==> src/rtl/image_pass_sequencer.sv <==
// ----------------------------------------------------------------------------
// image_pass_sequencer
//
// Runs a chain of image-processing passes that share one SRAM port. The
// passes selected by pass_mask_i are enabled one at a time in index order
// using the enable/done handshake. The active pass's write strobe, address
// and data are routed onto the memory port.
//
// Ports
//   clk_i               system clock
//   reset_i             synchronous, active-high reset
//   start_i             level enable for the whole chain
//   pass_mask_i         bit i set -> run pass i (sampled when the chain starts)
//   mem_pause_i         memory stall; copied to every pass, freezes watchdog
//   busy_o              chain in progress (SELECT / RUN / RELEASE)
//   all_done_o          chain finished; held until start_i falls
//   timeout_err_o       a pass exceeded TimeoutCycles; cleared on next start
//   current_pass_o      index of the pass being run or released
//   pass_enable_o       one-hot enable to the passes
//   pass_pause_o        mem_pause_i copied to every slot
//   pass_done_i         done flags from the passes
//   pass_wren_i         per-pass write strobes
//   pass_address_i      per-pass addresses, slot i at [18*i+17:18*i]
//   pass_data_write_i   per-pass write data, slot i at [32*i+31:32*i]
//   mem_wren_o          write strobe to the SRAM port
//   mem_address_o       address to the SRAM port
//   mem_data_write_o    write data to the SRAM port
// ----------------------------------------------------------------------------
module image_pass_sequencer #(
    parameter int NumPasses     = 4,
    parameter int IndexWidth    = 2,
    parameter int TimeoutCycles = 2000000
) (
    input  logic                      clk_i,
    input  logic                      reset_i,
    input  logic                      start_i,
    input  logic [NumPasses-1:0]      pass_mask_i,
    input  logic                      mem_pause_i,
    output logic                      busy_o,
    output logic                      all_done_o,
    output logic                      timeout_err_o,
    output logic [IndexWidth-1:0]     current_pass_o,
    output logic [NumPasses-1:0]      pass_enable_o,
    output logic [NumPasses-1:0]      pass_pause_o,
    input  logic [NumPasses-1:0]      pass_done_i,
    input  logic [NumPasses-1:0]      pass_wren_i,
    input  logic [NumPasses*18-1:0]   pass_address_i,
    input  logic [NumPasses*32-1:0]   pass_data_write_i,
    output logic                      mem_wren_o,
    output logic [17:0]               mem_address_o,
    output logic [31:0]               mem_data_write_o
);

    typedef enum logic [2:0] {
        ST_IDLE,
        ST_SELECT,
        ST_RUN,
        ST_RELEASE,
        ST_FINISH
    } state_e;

    // The search index is one bit wider than the pass index so that
    // "one past the last pass" (NumPasses) is representable and simply
    // yields no candidate in SELECT.
    localparam int             IdxW     = IndexWidth + 1;
    localparam logic [31:0]    WdogLast = 32'(TimeoutCycles - 1);

    state_e                  state_q, state_d;
    logic [NumPasses-1:0]    mask_q, mask_d;
    logic [IdxW-1:0]         idx_q, idx_d;
    logic [IndexWidth-1:0]   cur_q, cur_d;
    logic [31:0]             wdog_q, wdog_d;
    logic                    timeout_q, timeout_d;
    logic [NumPasses-1:0]    enable_q, enable_d;

    // Per-slot views of the packed pass buses.
    logic [17:0]             addr_arr [NumPasses];
    logic [31:0]             data_arr [NumPasses];
    logic [NumPasses-1:0]    cand;

    genvar gi;
    generate
        for (gi = 0; gi < NumPasses; gi++) begin : g_slot
            assign addr_arr[gi] = pass_address_i[18*gi +: 18];
            assign data_arr[gi] = pass_data_write_i[32*gi +: 32];
            assign cand[gi]     = mask_q[gi] && (IdxW'(gi) >= idx_q);
        end
    endgenerate

    // Lowest selected slot at or above idx_q.
    logic                    found;
    logic [IndexWidth-1:0]   found_idx;

    always_comb begin
        found     = 1'b0;
        found_idx = '0;
        for (int i = NumPasses - 1; i >= 0; i--) begin
            if (cand[i]) begin
                found     = 1'b1;
                found_idx = IndexWidth'(i);
            end
        end
    end

    logic sel_done;
    assign sel_done = pass_done_i[cur_q];

    // ------------------------------------------------------------------
    // State register
    // ------------------------------------------------------------------
    always_ff @(posedge clk_i) begin
        if (reset_i) begin
            state_q   <= ST_IDLE;
            mask_q    <= '0;
            idx_q     <= '0;
            cur_q     <= '0;
            wdog_q    <= '0;
            timeout_q <= 1'b0;
            enable_q  <= '0;
        end else begin
            state_q   <= state_d;
            mask_q    <= mask_d;
            idx_q     <= idx_d;
            cur_q     <= cur_d;
            wdog_q    <= wdog_d;
            timeout_q <= timeout_d;
            enable_q  <= enable_d;
        end
    end

    // ------------------------------------------------------------------
    // Next-state logic. Priority inside RUN: start low, then done,
    // then watchdog expiry.
    // ------------------------------------------------------------------
    always_comb begin
        state_d   = state_q;
        mask_d    = mask_q;
        idx_d     = idx_q;
        cur_d     = cur_q;
        wdog_d    = wdog_q;
        timeout_d = timeout_q;

        case (state_q)
            ST_IDLE: begin
                if (start_i) begin
                    mask_d    = pass_mask_i;
                    timeout_d = 1'b0;
                    idx_d     = '0;
                    state_d   = ST_SELECT;
                end
            end
            ST_SELECT: begin
                if (!start_i) begin
                    state_d = ST_IDLE;
                end else if (found) begin
                    cur_d   = found_idx;
                    wdog_d  = '0;
                    state_d = ST_RUN;
                end else begin
                    state_d = ST_FINISH;
                end
            end
            ST_RUN: begin
                if (!start_i) begin
                    state_d = ST_IDLE;
                end else if (sel_done) begin
                    state_d = ST_RELEASE;
                end else if (!mem_pause_i) begin
                    if (wdog_q == WdogLast) begin
                        timeout_d = 1'b1;
                        state_d   = ST_FINISH;
                    end else begin
                        wdog_d = wdog_q + 32'd1;
                    end
                end
            end
            ST_RELEASE: begin
                if (!start_i) begin
                    state_d = ST_IDLE;
                end else if (!sel_done) begin
                    // cur_q <= NumPasses-1, so this tops out at NumPasses.
                    idx_d   = IdxW'(cur_q) + IdxW'(1);
                    state_d = ST_SELECT;
                end
            end
            ST_FINISH: begin
                if (!start_i) begin
                    state_d = ST_IDLE;
                end
            end
            default: begin
                state_d = ST_IDLE;
            end
        endcase

        // The enable is registered and follows the RUN state exactly, so
        // it drops on the same edge that leaves RUN for any reason.
        enable_d = '0;
        if (state_d == ST_RUN) begin
            enable_d = NumPasses'(1) << cur_d;
        end
    end

    // ------------------------------------------------------------------
    // Outputs
    // ------------------------------------------------------------------
    always_comb begin
        busy_o           = (state_q == ST_SELECT) || (state_q == ST_RUN) ||
                           (state_q == ST_RELEASE);
        all_done_o       = (state_q == ST_FINISH);
        mem_wren_o       = 1'b0;
        mem_address_o    = '0;
        mem_data_write_o = '0;
        // Only RUN forwards; in RELEASE a pass may still hold its last strobe.
        if (state_q == ST_RUN) begin
            mem_wren_o       = pass_wren_i[cur_q];
            mem_address_o    = addr_arr[cur_q];
            mem_data_write_o = data_arr[cur_q];
        end
    end

    assign timeout_err_o  = timeout_q;
    assign current_pass_o = cur_q;
    assign pass_enable_o  = enable_q;
    assign pass_pause_o   = {NumPasses{mem_pause_i}};

endmodule

==> config.mk <==
export PLATFORM = sky130hd
export DESIGN_NAME = image_pass_sequencer
export DESIGN_NICKNAME = d
export VERILOG_FILES = /design/src/rtl/image_pass_sequencer.sv
export SDC_FILE = /design/constraint.sdc
export NUM_CORES = 1
export LEC_CHECK = 0
export CORE_MARGIN = 5
export CORE_UTILIZATION = 35
export CTS_CLUSTER_DIAMETER = 40
export DETAILED_ROUTE_END_ITERATION = 10
export GPL_TIMING_DRIVEN = 0
export HOLD_SLACK_MARGIN = 0.08
export PLACE_DENSITY = 0.8
export SYNTH_ARGS = -nofsm -noshare
export SYNTH_HDL_FRONTEND = slang
export SYNTH_SLANG_ARGS = --single-unit
==> constraint.sdc <==
create_clock -name clk_i -period 2.6 [get_ports clk_i]
set_input_delay 0.26 -clock clk_i [delete_from_list [all_inputs] [get_ports clk_i]]
set_output_delay 0.26 -clock clk_i [all_outputs]
set_load 0.005 [all_outputs]
-- Yosys cells after proc, flatten, opt, wreduce, memory -nomap -nowiden
Index checks and enable logic that the tools add are counted.
- register bits: 49
- output and inout port bits: 64
- add/subtract/negate cells: 2
- $lt $le $gt $ge: 6
- equality and inequality tests: 16
- shifts and indexed selects: 1
- mux-type cells: 52
- bitwise gates (word level): 2
- reduce and logical (&&, ||, !) cells: 15
- operator list (cell ; count):
    two-way mux 32 bit ; 9
    binary-select mux 32 bit (select 2 bit) ; 1
    case mux 32 bit (2 select lines) ; 1
    two-way mux 18 bit ; 3
    two-way mux 3 bit ; 13
    binary-select mux 18 bit (select 2 bit) ; 1
    adder 32 x 1 -> 32 bit (second input constant) ; 1
    equality test 32 x 21 -> 1 bit (second input constant) ; 1
    inequality test 2 bit (second input constant) ; 10
    case mux 3 bit (5 select lines) ; 1
    two-way mux 2 bit ; 7
    two-way mux 1 bit ; 12
    equality test 3 x 2 -> 1 bit (second input constant) ; 3
    AND reduction 7 bit ; 1
    >= comparator 1 x 3 -> 1 bit (first input constant) ; 2
    >= comparator 2 x 3 -> 1 bit (first input constant) ; 2
    case mux 3 bit (2 select lines) ; 1
    AND reduction 6 bit ; 1
    nonzero test 2 bit ; 3
    binary-select mux 1 bit (select 2 bit) ; 2
    logical AND 1 bit ; 4
    AND reduction 4 bit ; 1
    left shift 1 x 2 -> 4 bit (first input constant) ; 1
    adder 2 x 1 -> 3 bit (second input constant) ; 1
    11 further kinds ; 12

-- Logic depth before layout (Yosys ltp)
- word-level depth: 12
- depth in mapped cells: 8
- depth with buffers taken out: 6

-- Least setup slack after synthesis
Ideal clock, no wire load.
- path kind: register to register
- from: register cur_q[0], in the netlist current_pass_o[0]
- to: register wdog_q[3]
- setup time: 0.059 ns
- arrival: 2.199 ns
- required time: 2.541 ns
- setup slack: 0.342 ns
- stages on the path, launching flop included: 9
- clock period less this slack: 2.258 ns
- path through: dfxtp_1 -> buf_6 -> mux4_2 -> o21a_4 -> nor2_8 -> nand3_2 -> buf_2 -> or4_1 -> nand2_1
- cells in the longest elaborated chain, start to end: 4
- ends and longest elaborated chain (what ; line ; RTL):
    start, declared ; 71 ; logic [IndexWidth-1:0] cur_q, cur_d;
    start signal, assigned ; 124 ; cur_q <= cur_d;
    binary-select mux 1 bit (select 2 bit) ; 106 ; assign sel_done = pass_done_i[cur_q];
    two-way mux 1 bit (implied by the code) ; 106 ;
    inequality test 2 bit (no source line) ; -- ;
    AND reduction 7 bit (no source line) ; -- ;
    end signal, assigned ; 125 ; wdog_q <= wdog_d;
    end, declared ; 72 ; logic [31:0] wdog_q, wdog_d;
Every way passes these cells. The select of a mux whose other input is x is not followed.
A chain may end at the register's enable or synchronous reset.

-- Worst setup path in the final report
- from: register cur_q[0], in the netlist current_pass_o[0]
- to: output port mem_data_write_o[11]
- cells in the longest elaborated chain, start to end: 5
- ends and longest elaborated chain (what ; line ; RTL):
    NOT 2 -> 3 bit (implied by the code) ; 218 ; mem_data_write_o = data_arr[cur_q];
    binary-select mux 32 bit (select 2 bit) ; 218 ;
    two-way mux 32 bit (implied by the code) (2 in series) ; 218 ;
    two-way mux 32 bit ; 215 ; if (state_q == ST_RUN) begin
    end, declared ; 51 ; output logic [31:0] mem_data_write_o
Every way passes these cells. The select of a mux whose other input is x is not followed.

==> flow_metrics.py <==
metrics = {
    "global_route": {
        "grt_pass1_wl_um": 30600,
        "grt_start_max_net_pins": 15,
        "antenna_found_initial": 18,
        "overflow": 0,
        "grt_pass1_vias": 4969,
        "track_usage_pct": 28.4,
    },
    "route": {
        "first_pass_iters": 5,
        "drt_wl_total_um": 20300,
        "drcViolationCount": 0,
        "drtIter0Drc": 360,
        "postRouteAntennaNets": 0,
        "wl_per_cell_um": 23.8,
        "via_per_inst": 5.70,
        "num_vias": 4872,
    },
    "critical_path": {
        "cp.arrival_ns": 2.28,
        "end_kind": "output pin",
        "worstPathRequired_ns": 2.34,
        "slowest_stage": "mux4_2",
        "cp_top_family": "buffers and inverters",
        "critPathKind": "reg -> out",
        "cp_max_fo": 10,
        "crit_path_cell_trace": "buf_8 > buf_6 > mux4_2 > and2_1 > clkdlybuf4s50_1",
        "slowest_delay_ns": 0.52,
        "cp_num_buf_inv": 3,
        "startpoint_type": "register",
    },
    "logic_synthesis": {
        "syn_nets": 639,
        "async_flop_share_pct": 0,
        "synth_seq_cells": 49,
        "yosys-top-cells-count": "55 x and2_1, 52 x mux4_2, 49 x dfxtp_1",
        "syn_avg_cell_area_um2": 9.58,
        "yosysTopAreaCellShare_pct": 29.0,
        "syn_area_mm2": 0.00404,
        "synth_compound_area_share_pct": 11.4,
        "synth_xor_area_share_pct": 0.868,
        "synth_cell_types": 50,
        "synth_top_family_by_area": "multiplexers",
        "synth-adder-area-share_pct": 0.620,
        "synth.area.top_cells": "mux4_2 29%, dfxtp_1 24%, and2_1 8.5%",
        "yosysTopAreaCell": "mux4_2",
        "syn_inst": 421,
        "synth_simple_gate_area_share_pct": 28.0,
        "yosys_most_used_dff": "dfxtp_1",
        "muxShareOfSynthArea_pct": 30.3,
        "seq_area_frac_synth_pct": 24.3,
        "ys.warnings.count": 0,
        "synth_edf_count": 0,
        "yosysMostFrequentCell": "and2_1",
    },
    "power": {
        "powerDensity_mw_per_mm2": 297,
        "peakVddDrop_mv": 0.307,
        "leakage_nw": 2.48,
    },
    "floorplanning": {
        "dieHeight_um": 117,
        "coreArea_mm2": 0.0114,
        "ios": 280,
        "die_w_um": 117,
        "rows": 39,
        "dieArea_mm2": 0.0138,
        "start_util_pct": 35.5,
    },
    "run": {
        "cap_viol_max_count": 0,
    },
    "place": {
        "hpwl_um": 17400,
        "place_ws_ns": -0.249,
        "io_buffer_count": 279,
        "gp_congestion": 0.982,
    },
    "finish": {
        "multi_input_area_mm2": 0.00290,
        "drive_above_1_share_pct": 14.8,
        "regArea_um2": 982,
        "fill_cells": 917,
        "finalNetCount": 927,
        "syn_to_final_growth_pct": 81.1,
    },
    "clocking": {
        "cts_max_level": 2,
        "cts_buffers": 5,
        "clk_pin_slew_ns": 0.07,
        "cts_root_buf": "clkbuf_16",
        "clock_latency_ns": 0.29,
        "clock-sinks": 49,
        "cts_buffer_depth": 2,
        "cts_hold_buffers": 0,
        "cts_tree": "done",
    },
    "sta": {
        "fin_ws_ns": 0.0627,
        "rsz0062_at_grt": "true",
        "slew_headroom_pct": 63.7,
        "min_period_over_period_pct": 97.6,
        "hold_violations": 0,
        "final_max_slew_viol_count": 0,
        "finalSetupViolCount": 0,
        "setup_tns_ns": 0,
        "skew_ns": 0.00561,
        "tightest_slew_ns": 0.543,
        "fin_crit_ns": 2.54,
        "fmax_ghz": 0.394,
    },
    "status": {
        "status": "completed",
    },
    "min_path": {
        "hp-class": "reg -> reg",
    },
}
[sequential cells by signal, summed over array words and instances, names as in the netlist]
| name | flops |
|---|---|
| current_pass_o | 2 |
| idx_q | 3 |
| mask_q | 4 |
| pass_enable_o | 4 |
| state_q | 3 |
| timeout_err_o | 1 |
| wdog_q | 32 |
[tightest hold or removal path: cells and delay by family (launching register included)]
family	cells	cell delay, ns
AO/OA/AOI/OAI	2	0.12
flip-flops	1	0.32
[cell usage in the layout, fill, tap and decap left out, drive strengths merged, types with 3 or more instances in the layout]
master and count:
clkdlybuf4s50 279, and2 55, mux4 52, dfxtp 49, a21oi 36, nor2 28, clkbuf 24, or3 21
o21ai 20, buf 17, nand2 15, nand3 14, nand4 12, inv 10, o31ai 8, nor3 7
or4 6, nor2b 6, nand2b 5, mux2i 5, and3 4, nor4 4, or2 3, and4 3
xnor2 3, or4b 3
[stage by stage]
stage	area, um^2	std cells	utilization, %	hold slack (ns)	total power [mW]
2_1_floorplan	4040	421	-	0.339	0.989
3_3_place_gp	7010	843	61.6	0.458	1.40
3_5_place_dp	7010	843	61.6	0.479	1.41
4_1_cts	7250	852	63.7	0.486	2.17
5_1_grt	7310	854	64.3	0.510	2.25
6_report	7310	854	64.3	0.488	2.17
[where the power goes]
| group | internal (mW) | total [mW] | switching (mW) |
|---|---|---|---|
| clock network | 0.481 | 0.757 | 0.276 |
| logic | 0.451 | 0.645 | 0.194 |
| registers | 0.760 | 0.768 | 0.00777 |
[final timing paths]
path / cells after the start / startpoint / to / slack, ns
max: 5 / current_pass_o[0]$_SDFF_PP0_ / mem_data_write_o[11] / 0.06
min: 2 / wdog_q[20]$_SDFFE_PP0P_ / wdog_q[20]$_SDFFE_PP0P_ / 0.49
max reg2reg: 8 / current_pass_o[0]$_SDFF_PP0_ / wdog_q[3]$_SDFFE_PP0P_ / 0.10
min reg2reg: 2 / wdog_q[20]$_SDFFE_PP0P_ / wdog_q[20]$_SDFFE_PP0P_ / 0.49
[repair_timing]
item | CTS | global route
endpoints found under the setup margin | 65 | 80
pin swaps | 0 | 1
resized for setup | 34 | 28
buffers inserted | 1 | 1
[layout make-up]
type / instances / area share [%]
Inverter: 10 / 0.514
Antenna cell: 1 / 0.0343
Buffer: 32 / 3.10
Clock buffer: 7 / 1.95
Timing Repair Buffer: 281 / 38.4
Multi-Input combinational cell: 330 / 39.7
Sequential cell: 49 / 13.4
Tap cell: 143 / 2.45
Clock inverter: 1 / 0.411
[metal layers]
layer | up-vias | routed length, um | global-route usage [%]
met5 | - | 199 | 0
met2 | 257 | 9500 | 45.7
met1 | 2330 | 7630 | 33.6
met3 | 66 | 2400 | 13.5
li1 | 2185 | - | -
met4 | 34 | 611 | 8.27
[kinds of logic after synthesis]
group	after synthesis
AO/OA/AOI/OAI	77
buffers and inverters	42
adder cells (fa/ha/maj)	2
AND/OR/NAND/NOR	190
flip-flops	49
multiplexers	57
XOR/XNOR	4
No activity file was read; power rests on OpenSTA's default activity.
==> edit, RTL diff (config.mk and constraints unchanged) <==
Remove the register `enable_q`: a continuous assignment takes its place, so the output `pass_enable_o` follows one clock earlier.
--- a/src/rtl/image_pass_sequencer.sv
+++ b/src/rtl/image_pass_sequencer.sv
@@ -116,7 +116,6 @@
             cur_q     <= '0;
             wdog_q    <= '0;
             timeout_q <= 1'b0;
-            enable_q  <= '0;
         end else begin
             state_q   <= state_d;
             mask_q    <= mask_d;
@@ -124,9 +123,10 @@
             cur_q     <= cur_d;
             wdog_q    <= wdog_d;
             timeout_q <= timeout_d;
-            enable_q  <= enable_d;
-        end
-    end
+        end
+    end
+
+    assign enable_q = enable_d;
 
     // ------------------------------------------------------------------
     // Next-state logic. Priority inside RUN: start low, then done,
Formal check against the unedited RTL: not equivalent (a bounded check fails within 4 cycles, from zero or initial values and one cycle with reset_i high).
==> edit against the original RTL <==
- wire length shrank 1.2%
- cell count grew 2.7%
- via count grew 3.9%
- first-iteration DRC count grew 53%
- area after synthesis shrank 1.7%
- worst setup slack lost 0.014 ns
- total power shrank 3.4%
- maximum frequency shrank 0.55%
- die area shrank 1.6%
- sequential cell count shrank 4
- critical path depth grew 4
- final area grew 1.0%
- combinational power grew 0.9%
- critical path type is now reg -> reg
- largest cell class unchanged
==> edit: results (changes against the original RTL) <==
| Metric | Value |
|---|---|
| Synth Area in Adders | `0.631% (was 0.620%)` |
| Vias in the first global route | `5000 (was 4969)` |
| Compound-Gate Fraction of Synth Area | `11.9% (was 11.4%)` |
| Dpl cell area | `6930 sq um (was 7010 sq um)` |
| Leak Pwr | `2.63 nW (was 2.48 nW)` |
| DPL Wire Length | `16700 um (was 17400 um)` |
| Placer Congestion | `0.890 (was 0.982)` |
| Clock skew | `0.0104 ns (was 0.00561 ns)` |
| Syn Nets | `644 (was 639)` |
| Overall routing resource usage | `27.1% (was 28.4%)` |
| Slew @ Worst Pin | `0.992 ns (was 0.543 ns)` |
| Crit path DAT | `2.77 ns (was 2.28 ns)` |
| Sequential area share after synthesis | `22.7% (was 24.3%)` |
| WL final | `20100 um (was 20300 um)` |
| Ratio of cells with drive above 1 in the final layout | `16.3% (was 14.8%)` |
| Most frequent cells after synthesis | `and2_1, mux4_2, dfxtp_1 (unchanged)` |
| Syn Inst Count | `426 (was 421)` |
| Initial antenna violation count | `3 (was 18)` |
| Hold/Removal Path Class | `reg -> reg (unchanged)` |
| Multiplexer area fraction after synthesis | `31.1% (was 30.3%)` |
| Vias post-DR | `5062 (was 4872)` |
| XOR/XNOR share of the synthesized area | `0.221% (was 0.868%)` |
| Drt first-iter violations | `549 (was 360)` |
| Netlist cell types | `45 (was 50)` |
| Status | `finished clean (unchanged)` |
| Net count, final | `951 (was 927)` |
## edit: cell types whose count changed after synthesis, moves of 4 or more
cell,before,now
nor4_1,3,8
a31oi_1,0,4
o21ai_0,19,28
nand3_1,13,18
dfxtp_1,49,45
## edit: final cells by class
class | instances | area (sq um)
fill | 857 | 3600
timing repair buffer | 300 | 2960
multi-input combinational | 341 | 2920
sequential | 45 | 902
buffer | 33 | 216
tap | 140 | 175
clock buffer | 6 | 139
clock inverter | 2 | 37.5
inverter | 7 | 26.3
antenna | 3 | 7.51
## edit: path summary, 6_finish.rpt
kind                     startpoint    endpoint  slack [ns]  cells past startpoint
hold / removal           wdog_q[20]  wdog_q[20]        0.51                      2
hold reg to reg          wdog_q[20]  wdog_q[20]        0.51                      2
setup reg to reg  current_pass_o[0]  wdog_q[30]        0.05                      9
setup / recovery  current_pass_o[0]  wdog_q[30]        0.05                      9
## edit: metal layers
layer	global-route usage [%]	up-vias	part of all wire, %
li1	-	2264	-
met1	32.6	2447	36
met2	46.3	297	50
met3	7.67	50	10
met4	9.36	4	4.0
met5	0	-	0.070
## edit: worst max-delay path, stage by stage, from the launching register on
cell     delay (ns)
dfxtp_2        0.34
buf_6          0.13
mux4_2         0.55
buf_4          0.18
nor2_4         0.11
o31ai_2        0.09
a22o_4         0.27
buf_6          0.15
or4_1          0.51
a21oi_1        0.15
## edit: timing repair
item                                    4_1_cts  5_1_grt
endpoints found under the setup margin       64       69
pin swaps                                     2        3
resized for setup                            34       38
gates cloned                                  0        1
buffers inserted                             17        4
hold endpoints to repair                      0        0
## edit: where the power goes
| part | switching (W) | total [W] | internal [W] |
|---|---|---|---|
| clock | 0.000262 | 0.000741 | 0.000479 |
| sequential | 0.00000687 | 0.000704 | 0.000697 |
| combinational | 0.000195 | 0.000651 | 0.000456 |
